### config.mk
export PLATFORM = sky130hd
export DESIGN_NAME = fifo_watermark
export DESIGN_NICKNAME = d
export VERILOG_FILES = /design/src/rtl/fifo_pkg.sv /design/src/rtl/fifo_mem.sv /design/src/rtl/fifo_watermark.sv
export SDC_FILE = /design/constraint.sdc
export NUM_CORES = 1
export LEC_CHECK = 0
export CAP_MARGIN = 20
export CORE_UTILIZATION = 39
export DETAILED_ROUTE_END_ITERATION = 12
export GPL_ROUTABILITY_DRIVEN = 1
export HOLD_SLACK_MARGIN = 0.02
export PLACE_DENSITY_LB_ADDON = 0.12
export SYNTH_ARGS = -nofsm -noshare
export SYNTH_HDL_FRONTEND = slang
export SYNTH_SLANG_ARGS = --single-unit
### constraint.sdc
create_clock -name clock -period 2.4 [get_ports clock]
set_input_delay 0.48 -clock clock [delete_from_list [all_inputs] [get_ports clock]]
set_output_delay 0.48 -clock clock [all_outputs]
set_load 0.01 [all_outputs]
### src/rtl/fifo_pkg.sv
// fifo_pkg: shared types and sizing helpers for the watermark FIFO.
//   fifo_mode_t : read-side behaviour (registered read or first-word fall-through)
//   cnt_w()     : width needed to hold an occupancy of 0..depth
//   ptr_w()     : width needed to address depth entries
package fifo_pkg;

  typedef enum logic {
    FIFO_STD  = 1'b0,
    FIFO_FWFT = 1'b1
  } fifo_mode_t;

  function automatic int cnt_w(input int depth);
    return $clog2(depth + 1);
  endfunction

  function automatic int ptr_w(input int depth);
    return (depth > 2) ? $clog2(depth) : 1;
  endfunction

endpackage

### src/rtl/fifo_mem.sv
// fifo_mem: WIDTH x DEPTH storage, one synchronous write port and one
// asynchronous read port. Contents are not reset.
//   clock        : write clock
//   write_enable : store write_data at write_addr on the rising edge
//   write_addr   : write location
//   write_data   : word to store
//   read_addr    : read location
//   read_data    : word at read_addr (combinational)
module fifo_mem #(
  parameter int WIDTH = 8,
  parameter int DEPTH = 4,
  parameter int AW    = 2
) (
  input  logic             clock,
  input  logic             write_enable,
  input  logic [AW-1:0]    write_addr,
  input  logic [WIDTH-1:0] write_data,
  input  logic [AW-1:0]    read_addr,
  output logic [WIDTH-1:0] read_data
);

  logic [WIDTH-1:0] mem [DEPTH];

  always_ff @(posedge clock) begin
    if (write_enable) mem[write_addr] <= write_data;
  end

  assign read_data = mem[read_addr];

endmodule

### src/rtl/fifo_watermark.sv
// fifo_watermark: synchronous FIFO of arbitrary depth with watermark flags
// and sticky overflow/underflow error flags.
//   clock, resetn            : clock and asynchronous active-low reset
//   write_enable, data_in    : push request and push data
//   read_enable              : pop request
//   clear_errors             : clears overflow/underflow (a new error wins)
//   data_out                 : read data (registered in STD, head word in FWFT)
//   full, empty              : occupancy is DEPTH / zero
//   almost_full/almost_empty : occupancy >= AF_LEVEL / <= AE_LEVEL
//   overflow, underflow      : sticky rejected-push / rejected-pop flags
//   count                    : current occupancy
module fifo_watermark
  import fifo_pkg::*;
#(
  parameter int         WIDTH    = 8,
  parameter int         DEPTH    = 4,
  parameter fifo_mode_t MODE     = FIFO_STD,
  parameter int         AF_LEVEL = DEPTH - 1,
  parameter int         AE_LEVEL = 1
) (
  input  logic                      clock,
  input  logic                      resetn,
  input  logic                      write_enable,
  input  logic [WIDTH-1:0]          data_in,
  input  logic                      read_enable,
  input  logic                      clear_errors,
  output logic [WIDTH-1:0]          data_out,
  output logic                      full,
  output logic                      empty,
  output logic                      almost_full,
  output logic                      almost_empty,
  output logic                      overflow,
  output logic                      underflow,
  output logic [cnt_w(DEPTH)-1:0]   count
);

  localparam int CW = cnt_w(DEPTH);
  localparam int AW = ptr_w(DEPTH);

  if (WIDTH < 1) begin : g_chk_width
    $fatal(1, "fifo_watermark: WIDTH must be >= 1");
  end
  if (DEPTH < 2) begin : g_chk_depth
    $fatal(1, "fifo_watermark: DEPTH must be >= 2");
  end
  if (AF_LEVEL < 1 || AF_LEVEL > DEPTH) begin : g_chk_af
    $fatal(1, "fifo_watermark: AF_LEVEL must be in 1..DEPTH");
  end
  if (AE_LEVEL < 0 || AE_LEVEL > DEPTH - 1) begin : g_chk_ae
    $fatal(1, "fifo_watermark: AE_LEVEL must be in 0..DEPTH-1");
  end

  logic [AW-1:0]    wr_ptr;
  logic [AW-1:0]    rd_ptr;
  logic [WIDTH-1:0] head;
  logic [WIDTH-1:0] dout_q;
  logic             wr_acc;
  logic             rd_acc;

  // Pointers wrap explicitly at DEPTH-1 so non-power-of-two depths work.
  function automatic logic [AW-1:0] ptr_inc(input logic [AW-1:0] p);
    return (p == AW'(DEPTH - 1)) ? '0 : p + AW'(1);
  endfunction

  // A pop needs data; a push into a full FIFO is allowed only when a pop
  // frees a slot in the same cycle. A pop on empty is never rescued by a
  // simultaneous push.
  assign rd_acc = read_enable & ~empty;
  assign wr_acc = write_enable & (~full | rd_acc);

  fifo_mem #(
    .WIDTH (WIDTH),
    .DEPTH (DEPTH),
    .AW    (AW)
  ) u_mem (
    .clock        (clock),
    .write_enable (wr_acc),
    .write_addr   (wr_ptr),
    .write_data   (data_in),
    .read_addr    (rd_ptr),
    .read_data    (head)
  );

  always_ff @(posedge clock or negedge resetn) begin
    if (!resetn) begin
      wr_ptr <= '0;
      rd_ptr <= '0;
    end else begin
      if (wr_acc) wr_ptr <= ptr_inc(wr_ptr);
      if (rd_acc) rd_ptr <= ptr_inc(rd_ptr);
    end
  end

  always_ff @(posedge clock or negedge resetn) begin
    if (!resetn) begin
      count <= '0;
    end else begin
      case ({wr_acc, rd_acc})
        2'b10:   count <= count + CW'(1);
        2'b01:   count <= count - CW'(1);
        default: count <= count;
      endcase
    end
  end

  // Flags come only from the registered count.
  assign full         = (count == CW'(DEPTH));
  assign empty        = (count == '0);
  assign almost_full  = (count >= CW'(AF_LEVEL));
  assign almost_empty = (count <= CW'(AE_LEVEL));

  // Set has priority over clear so an error in the clearing cycle survives.
  always_ff @(posedge clock or negedge resetn) begin
    if (!resetn) begin
      overflow  <= 1'b0;
      underflow <= 1'b0;
    end else begin
      overflow  <= (write_enable & ~wr_acc) | (overflow  & ~clear_errors);
      underflow <= (read_enable  & ~rd_acc) | (underflow & ~clear_errors);
    end
  end

  // Captures the word leaving the FIFO. In STD mode this is the output
  // register; in FWFT mode it is the value held while the FIFO is empty.
  always_ff @(posedge clock or negedge resetn) begin
    if (!resetn) begin
      dout_q <= '0;
    end else if (rd_acc) begin
      dout_q <= head;
    end
  end

  if (MODE == FIFO_FWFT) begin : g_fwft
    assign data_out = empty ? dout_q : head;
  end else begin : g_std
    assign data_out = dout_q;
  end

endmodule

==> impl_metrics.xml <==
<?xml version="1.0" encoding="UTF-8"?>
<metrics>
  <group name="clock_tree">
    <metric name="ctsLongestPathBuffers" unit="">2</metric>
    <metric name="cts.repair_timing.setup_buffer_count" unit="">0</metric>
    <metric name="cts_buffers" unit="">5</metric>
    <metric name="h-tree-depth" unit="">2</metric>
    <metric name="clk_transition_reported_paths" unit="ns">0.08</metric>
    <metric name="clk_latency_worst_skew_pair" unit="ns">0.29</metric>
    <metric name="cts_hold_buffers" unit="">0</metric>
    <metric name="tritoncts" unit="">done</metric>
    <metric name="clk_root_buffer_cell" unit="">clkbuf_8</metric>
    <metric name="clock-sinks" unit="">49</metric>
  </group>
  <group name="grt">
    <metric name="total_grt_usage" unit="%">13.23</metric>
    <metric name="grt_overflow" unit="">0</metric>
    <metric name="via_count_of_the_first_global_routing_pass" unit="">1044</metric>
    <metric name="grt_pass1_wl" unit="mm">5.071</metric>
    <metric name="grt_antenna_before_repair" unit="">0</metric>
    <metric name="grt_start_max_net_pins" unit="">18</metric>
  </group>
  <group name="logic_synthesis">
    <metric name="fraction_of_the_mapped_netlist_area_in_adder_cells" unit="%">6.740</metric>
    <metric name="synth_cell_type_count" unit="">21</metric>
    <metric name="area_share_of_and_or_nand_nor_cells_after_synthesis" unit="%">3.309</metric>
    <metric name="syn_nets" unit="">142</metric>
    <metric name="post_synth_xor_area_fraction" unit="%">0.8578</metric>
    <metric name="synth-compound-area-share" unit="%">2.819</metric>
    <metric name="dominant_combinational_cell_family_by_area_after_synthesis" unit="">multiplexers</metric>
    <metric name="seq_cells_post_synth" unit="">49</metric>
    <metric name="most_common_cell_in_the_synthesized_netlist" unit="">edfxtp_1</metric>
    <metric name="syn-mean-instance-area" unit="sq um">17.30</metric>
    <metric name="synthFlopType" unit="">edfxtp_1</metric>
    <metric name="synth_cells" unit="">118</metric>
    <metric name="share_of_yosys_cell_area_claimed_by_the_top_area_cell_type" unit="%">47.06</metric>
    <metric name="syn-cell-area" unit="sq um">2042</metric>
    <metric name="synth_area_leader_cell" unit="">edfxtp_1</metric>
    <metric name="most_numerous_cell_types_in_the_synthesized_netlist" unit="">edfxtp_1, dfrtp_1, mux2_2</metric>
    <metric name="async_set_or_reset_register_ratio_after_synthesis" unit="%">34.69</metric>
    <metric name="count_of_flip_flops_with_a_built_in_enable_after_synthesis" unit="">32</metric>
    <metric name="synth.area.mux_share" unit="%">15.44</metric>
    <metric name="yosys_warnings" unit="">0</metric>
    <metric name="synth_sequential_area_ratio" unit="%">67.89</metric>
    <metric name="synth.area.top_cells" unit="">edfxtp_1, dfrtp_1, mux4_2, ha_1, mux2_2</metric>
  </group>
  <group name="critical_path">
    <metric name="critical_path.top_delay_family" unit="">buffers and inverters</metric>
    <metric name="worst-setup-path-type" unit="">reg -&gt; out</metric>
    <metric name="reg2regPathDepth" unit="">5</metric>
    <metric name="rr_endpoint" unit="">u_mem.mem[2][0]$_DFFE_PP_</metric>
    <metric name="worst-endpoint-required" unit="ns">1.92</metric>
    <metric name="timing.critical_path.to_type" unit="">output port</metric>
    <metric name="critical_path_peak_fanout" unit="">5</metric>
    <metric name="rrSetupSlack" unit="ns">0.49</metric>
    <metric name="worstPathArrival" unit="ns">1.80</metric>
    <metric name="timing.critical_path.buf_inv" unit="">2</metric>
    <metric name="critPathLaunchType" unit="">flip-flop</metric>
    <metric name="critPathSlowestCell" unit="">clkdlybuf4s50_1</metric>
    <metric name="crit_end" unit="">empty</metric>
    <metric name="crit-reg2reg-launch" unit="">count[0]$_DFFE_PN0P_</metric>
    <metric name="path_cells" unit="">inv_1 -&gt; ha_1 -&gt; nor2b_2 -&gt; clkdlybuf4s50_1</metric>
    <metric name="worstSetupStartpoint" unit="">count[0]$_DFFE_PN0P_</metric>
    <metric name="worst-path-stages" unit="">4</metric>
    <metric name="delay_of_the_slowest_cell_on_the_worst_path" unit="ns">0.55</metric>
  </group>
  <group name="floorplan">
    <metric name="rows" unit="">25</metric>
    <metric name="floorplan.die.width" unit="microns">74.36</metric>
    <metric name="placeableCoreArea" unit="sq um">4880</metric>
    <metric name="initial_core_util" unit="%">41.85</metric>
    <metric name="io_pins" unit="">30</metric>
    <metric name="floorplan.die_area" unit="sq um">5529</metric>
    <metric name="dieHeight" unit="microns">74.36</metric>
  </group>
  <group name="sta">
    <metric name="skew" unit="ns">0.005095</metric>
    <metric name="finalWorstPathRequiredPeriod" unit="ns">2.284</metric>
    <metric name="timing_max_transition_violations_final" unit="">0</metric>
    <metric name="fmaxAchievable" unit="GHz">0.4379</metric>
    <metric name="slew_headroom" unit="%">59.90</metric>
    <metric name="setup_violation_total_in_the_final_timing_report" unit="">0</metric>
    <metric name="setup-tns-final" unit="ns">0</metric>
    <metric name="layout_worst_path_cycle_share" unit="%">95.15</metric>
    <metric name="number_of_hold_violations_in_the_final_report" unit="">0</metric>
    <metric name="grt_setup_unrepaired" unit="">no</metric>
    <metric name="worst-slew-pin-transition" unit="ns">0.6014</metric>
  </group>
  <group name="status">
    <metric name="outcome" unit="">finished clean</metric>
  </group>
  <group name="detailed_routing">
    <metric name="postRouteAntennaNets" unit="">0</metric>
    <metric name="route.vias.total" unit="">1041</metric>
    <metric name="dr_drc_count" unit="">0</metric>
    <metric name="finalWirelength" unit="mm">3.296</metric>
    <metric name="post_drt_via_cell_ratio" unit="">4.647</metric>
    <metric name="wire_per_inst" unit="microns">14.71</metric>
    <metric name="drt_first_iter_violations" unit="">81</metric>
    <metric name="detailedRoute.firstPassIterationCount" unit="">5</metric>
  </group>
  <group name="power">
    <metric name="power.density_cell_area" unit="nW/um^2">1173</metric>
    <metric name="leakagePower" unit="uW">0.0009644</metric>
    <metric name="maximum_vdd_drop" unit="mV">0.6017</metric>
  </group>
  <group name="placed_design">
    <metric name="detailed_place_hpwl" unit="mm">2.289</metric>
    <metric name="port_buffers" unit="">29</metric>
    <metric name="routabilityCongestion" unit="">0.7826</metric>
  </group>
  <group name="worst_hold_path">
    <metric name="min-delay-path-class" unit="">reg -&gt; reg</metric>
  </group>
  <group name="finish">
    <metric name="postLayoutCoreUtil" unit="%">51.51</metric>
    <metric name="antenna_cells" unit="">0</metric>
    <metric name="layout-drive-gt1-share" unit="%">19.75</metric>
    <metric name="num-nets-final" unit="">180</metric>
    <metric name="synthToLayoutAreaGrowth" unit="%">23.10</metric>
  </group>
  <group name="flow_run">
    <metric name="timing.max_cap.violations" unit="">0</metric>
  </group>
</metrics>
through the flow:
stage          instance area, sq um  instances  total power, uW  worst slack (ns)  hold slack (ns)
2_1_floorplan                  2042        118             2035            0.3670           0.1844
3_3_place_gp                   2431        216             2484            0.3623           0.4882
3_5_place_dp                   2431        216             2540            0.3278           0.4967
4_1_cts                        2511        224             2991           0.06618           0.5147
5_1_grt                        2514        224             3135           0.03755           0.5322
6_report                       2514        224             2948            0.1164           0.5090
worst min-delay path by stage:
stage	from	endpoint	slack (ns)	cells past startpoint
after floorplan	resetn	count[0]$_DFFE_PN0P_	0.18	0
after global routing	underflow$_DFF_PN0_	underflow$_DFF_PN0_	0.53	1
after detailed placement	data_out[1]$_DFFE_PN0P_	data_out[1]$_DFFE_PN0P_	0.50	1
final	data_out[1]$_DFFE_PN0P_	data_out[1]$_DFFE_PN0P_	0.51	1
after global placement	data_out[3]$_DFFE_PN0P_	data_out[3]$_DFFE_PN0P_	0.49	1
after CTS	data_out[1]$_DFFE_PN0P_	data_out[1]$_DFFE_PN0P_	0.51	1
worst register-to-register path, stage by stage (launching register included):
cell and delay (ns):
dfrtp_1 0.44, inv_1 0.12, ha_1 0.24, nand2_1 0.10, o21a_1 0.24, and2_1 0.43
cell usage in the layout, fill, tap and decap left out, drive strengths merged:
| master | instances |
|---|---|
| a31oi | 1 |
| dfrtp | 17 |
| nor2 | 6 |
| clkdlybuf4s50 | 29 |
| clkbuf | 8 |
| xnor2 | 2 |
| buf | 5 |
| and2 | 4 |
| o21a | 1 |
| a21oi | 2 |
| nand2 | 2 |
| edfxtp | 32 |
| nand2b | 1 |
| a22o | 2 |
| mux4 | 8 |
| ha | 11 |
| mux2 | 12 |
| o21ai | 2 |
| nor2b | 1 |
| inv | 10 |
| o22ai | 1 |
flip-flops by register name (all words and copies together), names as in the netlist:
name,count
u_mem.mem,32
rd_ptr,2
underflow,1
overflow,1
count,3
wr_ptr,2
data_out,8
cell type report:
| class | count | area [sq um] |
|---|---|---|
| repair buffers | 34 | 327.8 |
| multi-input cells | 56 | 598.1 |
| fillers | 438 | 2366 |
| inverters | 10 | 37.54 |
| flip-flops and latches | 49 | 1386 |
| clock buffers | 8 | 80.08 |
| well taps | 67 | 83.83 |
cell families (layout without fill, tap and decap cells):
kind of cell    count (synthesis)  in the layout
buf+inv                        13             52
simple gates                   14             14
flops                          49             49
compound gates                  9              9
xor+xnor                        2              2
fa+ha+maj                      11             11
mux                            20             20
power by group:
group          total [uW]  switching (uW)  internal (uW)
logic                1150             466            684
clock network         445             238            207
registers            1350             192           1160
layer usage:
layer / up-vias / global-route usage (%) / share of wire, %
met2: 19 / 20.92 / 47
met1: 509 / 17.16 / 48
met3: 5 / 3.659 / 3.6
li1: 508 / - / -
met5: - / 0 / 0
met4: 0 / 5.660 / 1.2
timing repair:
item	4_1_cts	5_1_grt
setup endpoints to repair	0	1
hold endpoints to repair	0	0
gates resized for setup	0	1
No activity file was read; power rests on OpenSTA's default activity.
